### src/rtl/serial_pattern_pkg.sv
// Shared types and the thermometer-code decode used by the serial pattern decoder
// and its reference model.
package serial_pattern_pkg;

    localparam int WIDTH = 8;
    localparam int AW    = 3;

    typedef enum logic {
        HUNT,
        RECEIVE
    } state_t;

    typedef struct packed {
        logic          legal;
        logic [AW-1:0] index;
    } thermo_t;

    // Legal words are a contiguous run of ones starting at bit 0; index is the top set bit.
    function automatic thermo_t thermo_decode(input logic [WIDTH-1:0] word);
        thermo_t result;
        result.legal = (word != '0) && ((word & (word + WIDTH'(1))) == '0);
        result.index = '0;
        for (int i = 0; i < WIDTH; i++) begin
            if (word[i]) begin
                result.index = AW'(i);
            end
        end
        return result;
    endfunction

endpackage

### src/rtl/serial_pattern_decoder_if.sv
// Serial input and decoded-frame outputs of the serial pattern decoder.
interface serial_pattern_decoder_if #(
    parameter int WIDTH = 8,
    parameter int AW    = 3,
    parameter int CNT_W = 8
);

    logic             bit_in;
    logic             bit_valid;
    logic             sync;
    logic [WIDTH-1:0] word_out;
    logic [AW-1:0]    addr_out;
    logic             word_valid;
    logic             code_error;
    logic             sync_error;
    logic             locked;
    logic [CNT_W-1:0] repeat_cnt;

    modport master (
        output bit_in, bit_valid, sync,
        input  word_out, addr_out, word_valid, code_error, sync_error, locked, repeat_cnt
    );

    modport slave (
        input  bit_in, bit_valid, sync,
        output word_out, addr_out, word_valid, code_error, sync_error, locked, repeat_cnt
    );

endinterface

### src/rtl/serial_pattern_decoder_thermo_checker.sv
// Combinational thermometer-code check: a word is legal when its ones form one
// contiguous run from bit 0, and the address is the number of ones minus one.
module thermo_checker #(
    parameter int WIDTH = 8,
    parameter int AW    = 3
) (
    input  logic [WIDTH-1:0] word,
    output logic             legal,
    output logic [AW-1:0]    addr
);

    logic [AW:0] ones;

    always_comb begin
        ones = '0;
        for (int i = 0; i < WIDTH; i++) begin
            ones = ones + {{AW{1'b0}}, word[i]};
        end
        legal = (word != '0) && ((word & (word + WIDTH'(1))) == '0);
        addr  = AW'(ones - (AW + 1)'(1));
    end

endmodule

### src/rtl/serial_pattern_decoder.sv
// Receive end of the serial thermometer link: frames bits into words, decodes
// the address and counts consecutive identical legal frames.
module serial_pattern_decoder #(
    parameter int WIDTH  = 8,
    parameter int AW     = 3,
    parameter int INVERT = 1,
    parameter int CNT_W  = 8
) (
    input logic                     clock,
    input logic                     clear,
    serial_pattern_decoder_if.slave bus
);

    import serial_pattern_pkg::*;

    state_t           state;
    logic [AW-1:0]    index;
    logic [WIDTH-1:0] shreg;
    logic [WIDTH-1:0] raw_word;
    logic [WIDTH-1:0] word;
    logic             legal;
    logic [AW-1:0]    addr;
    logic             have_prev;

    // The last bit is still on the line when the frame completes, so it is spliced in here.
    assign raw_word = {bus.bit_in, shreg[WIDTH-2:0]};
    assign word     = (INVERT != 0) ? ~raw_word : raw_word;

    thermo_checker #(
        .WIDTH(WIDTH),
        .AW   (AW)
    ) checker_i (
        .word (word),
        .legal(legal),
        .addr (addr)
    );

    always_ff @(posedge clock) begin
        if (!clear) begin
            state          <= HUNT;
            index          <= '0;
            shreg          <= '0;
            have_prev      <= 1'b0;
            bus.word_out   <= '0;
            bus.addr_out   <= '0;
            bus.word_valid <= 1'b0;
            bus.code_error <= 1'b0;
            bus.sync_error <= 1'b0;
            bus.locked     <= 1'b0;
            bus.repeat_cnt <= '0;
        end else begin
            bus.word_valid <= 1'b0;
            bus.sync_error <= 1'b0;
            if (bus.bit_valid) begin
                case (state)
                    HUNT: begin
                        if (bus.sync) begin
                            shreg      <= {{(WIDTH-1){1'b0}}, bus.bit_in};
                            index      <= AW'(1);
                            state      <= RECEIVE;
                            bus.locked <= 1'b1;
                        end
                    end
                    RECEIVE: begin
                        if (bus.sync && index != '0) begin
                            shreg          <= {{(WIDTH-1){1'b0}}, bus.bit_in};
                            index          <= AW'(1);
                            bus.sync_error <= 1'b1;
                            bus.repeat_cnt <= '0;
                            have_prev      <= 1'b0;
                        end else if (index == AW'(WIDTH - 1)) begin
                            index          <= '0;
                            bus.word_valid <= 1'b1;
                            bus.word_out   <= word;
                            bus.code_error <= ~legal;
                            if (legal) begin
                                // addr_out still holds the address of the previous legal frame.
                                bus.addr_out <= addr;
                                have_prev    <= 1'b1;
                                if (have_prev && addr == bus.addr_out) begin
                                    if (bus.repeat_cnt != '1) begin
                                        bus.repeat_cnt <= bus.repeat_cnt + CNT_W'(1);
                                    end
                                end else begin
                                    bus.repeat_cnt <= CNT_W'(1);
                                end
                            end else begin
                                bus.repeat_cnt <= '0;
                            end
                        end else begin
                            shreg[index] <= bus.bit_in;
                            index        <= index + AW'(1);
                        end
                    end
                    default: state <= HUNT;
                endcase
            end
        end
    end

endmodule

### src/flat_wrapper.sv
// flat-port wrapper written by rule: the top's interface ports become plain ports
module serial_pattern_decoder_flat import serial_pattern_pkg::*;
#(
    parameter int WIDTH  = 8,
    parameter int AW     = 3,
    parameter int INVERT = 1,
    parameter int CNT_W  = 8
)
  (clock, clear, bus_bit_in, bus_bit_valid, bus_sync, bus_word_out, bus_addr_out, bus_word_valid, bus_code_error, bus_sync_error, bus_locked, bus_repeat_cnt);
  serial_pattern_decoder_if #(.WIDTH(WIDTH), .AW(AW), .CNT_W(CNT_W)) bus_i ();
  input logic clock;
  input logic clear;
  input wire logic [$bits(bus_i.bit_in)-1:0] bus_bit_in;
  input wire logic [$bits(bus_i.bit_valid)-1:0] bus_bit_valid;
  input wire logic [$bits(bus_i.sync)-1:0] bus_sync;
  output wire logic [$bits(bus_i.word_out)-1:0] bus_word_out;
  output wire logic [$bits(bus_i.addr_out)-1:0] bus_addr_out;
  output wire logic [$bits(bus_i.word_valid)-1:0] bus_word_valid;
  output wire logic [$bits(bus_i.code_error)-1:0] bus_code_error;
  output wire logic [$bits(bus_i.sync_error)-1:0] bus_sync_error;
  output wire logic [$bits(bus_i.locked)-1:0] bus_locked;
  output wire logic [$bits(bus_i.repeat_cnt)-1:0] bus_repeat_cnt;
  assign bus_i.bit_in = bus_bit_in;
  assign bus_i.bit_valid = bus_bit_valid;
  assign bus_i.sync = bus_sync;
  assign bus_word_out = bus_i.word_out;
  assign bus_addr_out = bus_i.addr_out;
  assign bus_word_valid = bus_i.word_valid;
  assign bus_code_error = bus_i.code_error;
  assign bus_sync_error = bus_i.sync_error;
  assign bus_locked = bus_i.locked;
  assign bus_repeat_cnt = bus_i.repeat_cnt;
  serial_pattern_decoder #(.WIDTH(WIDTH), .AW(AW), .INVERT(INVERT), .CNT_W(CNT_W)) u_core (.clock(clock), .clear(clear), .bus(bus_i));
endmodule
### config.mk
export PLATFORM = sky130hd
export DESIGN_NAME = serial_pattern_decoder_flat
export DESIGN_NICKNAME = d
export VERILOG_FILES = /design/src/rtl/serial_pattern_pkg.sv /design/src/rtl/serial_pattern_decoder_if.sv /design/src/rtl/serial_pattern_decoder_thermo_checker.sv /design/src/rtl/serial_pattern_decoder.sv /design/src/flat_wrapper.sv
export SDC_FILE = /design/constraint.sdc
export NUM_CORES = 1
export LEC_CHECK = 0
export CAP_MARGIN = 20
export CORE_MARGIN = 8
export CORE_UTILIZATION = 54
export DETAILED_ROUTE_END_ITERATION = 8
export GPL_ROUTABILITY_DRIVEN = 0
export PLACE_DENSITY_LB_ADDON = 0.08
export SYNTH_ARGS = -nofsm -noshare
export SYNTH_HDL_FRONTEND = slang
export SYNTH_HIERARCHICAL = 1
export SYNTH_SLANG_ARGS = --single-unit
### constraint.sdc
create_clock -name clock -period 5.4 [get_ports clock]
set_clock_uncertainty 0.1 [all_clocks]
set_input_delay 0.81 -clock clock [delete_from_list [all_inputs] [get_ports clock]]
set_output_delay 0.81 -clock clock [all_outputs]
set_load 0.005 [all_outputs]
==> out/qor.yml <==
status: "completed"
cp_slowest_cell: "clkdlybuf4s50_1"
drv_slew: 0
drv_cap: 0
grtUsageTotal: 0.1675
hold_viol: 0
fin_area_mm2: 0.002250
period_minus_slack_ns: 4.558
drcViolationCount: 0
topRoutingLayerUsed: "met4"
cts.clk_slew.worst_paths_ns: 0.12
synthArstFlopShare: 0
cts_tree: "yes"
worst-setup-path-type: "in2reg"
synth_cell_types: 47
cts_max_path_buffers: 2
hold_path_class: "reg2reg"
wl_met3_um: 269
switching_share: 0.2764
via_count: 1704
seqPwrFrac: 0.588
synthFlopType: "dfxtp_1"
ys_ff_latch: 35
firstDrtPassIters: 4
wire_per_inst_um: 14.69
grt_overflow: 0
wl_um: 4393
drive_gt1_frac: 0.08696
ios: 28
final-setup-viol-count: 0
max_stage_delay_ns: 0.50
arrival_ns: 4.75
fillers: 273
met2_wirelength_um: 2092
crit_buf_inv: 4
synthesis.instances: 230
p_sw_mw: 0.1243
synth_edf_count: 0
cp_max_fo: 9
p_clk_frac: 0.320
cts_sinks: 35
required_ns: 5.59
cts_resized: 0
syn_to_final_growth_pct: 16.98
ys_seq_area_frac: 0.3643
crit_path_end_kind: "register"
p_int_mw: 0.3254
wirelength_met1_um: 1985
nNetsFinal: 267
worstMarginPinSlew_ns: 0.7638
start_util: 0.5674
port_buffers: 27
final.setup.worst_slack_ns: 0.8421
rsz0062_at_grt: "false"
insertion_delay_ns: 0.34
combPwrFrac: 0.092
core_mm2: 0.003390
cts_buffers: 5
root_buffer: "clkbuf_4"
critPathMostFrequentCell: "fa_1"
fp.dieW_um: 75.68
num_rows: 21
htree_levels: 2
min_period_over_period: 0.8441
whs_ns: 0.3666
grt_pass1_vias: 1629
yosysWarnings: 6
powerDensity_mw_per_mm2: 199.9
p_leak_nw: 0.8627
final_antenna_net_count: 0
syn_nets: 245
p_total_mw: 0.4497
diodes: 0
die_h_um: 75.68
hold_buffers: 0
dieArea_mm2: 0.005727
place_ws_ns: 0.5053
grt_pass1_wl_um: 7479
final_core_util: 0.6637
critPathTopFamily: "adder cells"
syn_area_mm2: 0.001923
antenna_found_initial: 0
dp_cells: 291
syn_area_per_cell_um2: 8.361
place_area_mm2: 0.002192
critical_path.cell_chain: "clkdlybuf4s50_1, inv_1, inv_1, fa_1, fa_1, inv_1, fa_1, fa_1, xor2_1, xnor2_1, and4_1, nor2b_1, a21boi_1, o221a_1"
postCtsSetupRepairBufs: 0
relSlewSlack: 0.4876
grt_max_degree: 27
setup_tns_ns: 0
ir_drop_v: 0.0001553
fmax_mhz: 219.4
via_per_inst: 5.699
fin_cells: 299
first_iter_violations: 157
hpwlAfterDp_um: 3158
crit_path_start_kind: "input port"
==> cells in the final DEF (no fill, tap or decap), types with 3 or more instances in the layout <==
master	netlist	final
dfxtp_1	35	35
nand3_1	8	8
clkbuf_4	0	5
nor3_1	5	5
o211ai_1	4	4
a211oi_1	4	4
inv_1	22	22
nor2_1	27	27
mux2i_1	8	8
nand4_1	3	3
o21ai_0	8	8
o41ai_2	3	3
ha_1	6	6
fa_1	4	4
a21oi_1	19	19
clkdlybuf4s50_1	0	27
o32ai_2	3	3
a31oi_1	5	5
nand2_1	21	21
xnor2_1	3	3
==> kinds of logic (layout without fill, tap and decap cells) <==
logic type | count (synthesis) | in the layout | synth area share
xor+xnor | 4 | 4 | 0.01822
simple gates | 76 | 76 | 0.1848
compound gates | 60 | 60 | 0.2271
fa+ha+maj | 10 | 10 | 0.08068
mux | 9 | 9 | 0.04750
flops | 35 | 35 | 0.3643
buf+inv | 36 | 59 | 0.07742
==> metal layers <==
layer	vias up	track usage
li1	858	-
met1	790	0.2050
met2	50	0.2780
met3	6	0.04474
met4	0	0.05330
met5	-	0
==> cell type report <==
cell class / instances / area, um2 / share of cell area
multi-input combinational: 159 / 1074 / 0.4772
sequential: 35 / 700.7 / 0.3115
timing repair buffer: 27 / 270.3 / 0.1201
inverter: 24 / 90.09 / 0.04004
tap: 46 / 57.56 / 0.02558
clock buffer: 5 / 37.54 / 0.01669
clock inverter: 3 / 20.02 / 0.008899
==> cell usage after synthesis, types with 2 or more instances <==
library cell | number | share of area
nor2_1 | 27 | 0.053
xnor2_1 | 3 | 0.014
fa_1 | 4 | 0.042
o21ai_0 | 8 | 0.021
a21oi_1 | 19 | 0.049
inv_1 | 22 | 0.043
dfxtp_1 | 35 | 0.36
nand4_1 | 3 | 0.0098
o41ai_2 | 3 | 0.025
o211ai_1 | 4 | 0.016
or3_1 | 2 | 0.0065
mux2i_1 | 8 | 0.042
o21ai_1 | 2 | 0.0052
and4_1 | 2 | 0.0091
nor3_1 | 5 | 0.013
ha_1 | 6 | 0.039
a31oi_1 | 5 | 0.016
buf_2 | 5 | 0.013
o22ai_1 | 2 | 0.0065
nand2_1 | 21 | 0.041
clkbuf_1 | 6 | 0.012
nand3_1 | 8 | 0.021
o32ai_2 | 3 | 0.025
a211oi_1 | 4 | 0.016
==> worst paths after layout <==
path	start	end	slack (ns)	cells past startpoint
max	bus_bit_in	u_core/bus.repeat_cnt[4]	0.84	14
min	u_core/shreg[0]	u_core/shreg[0]	0.37	2
max reg2reg	u_core/shreg[2]	u_core/bus.repeat_cnt[4]	1.14	14
min reg2reg	u_core/shreg[0]	u_core/shreg[0]	0.37	2
==> power groups by stage <==
stage,clock network [mW],registers [mW],logic [mW]
6_report,0.144,0.265,0.0414
3_3_place_gp,0,0.270,0.0408
3_5_place_dp,0,0.270,0.0411
5_1_grt,0.160,0.265,0.0462
2_1_floorplan,0,0.268,0.0327
4_1_cts,0.147,0.265,0.0411
==> state kept, by name, indices dropped and copies added, names as in the netlist <==
name                   count
u_core/bus.repeat_cnt      8
u_core/bus.word_out        8
u_core/shreg               7
u_core/bus.addr_out        3
u_core/index               3
u_core/bus.code_error      1
u_core/bus.locked          1
u_core/bus.sync_error      1
u_core/bus.word_valid      1
u_core/have_prev           1
u_core/state               1
==> worst min-delay path, delay by kind of cell, from the launching register on <==
kind / cells / cell delay (ns)
muxes: 1 / 0.05
DFF: 1 / 0.33
and+or+nand+nor: 1 / 0.05
(Power assumes the default switching activity.)
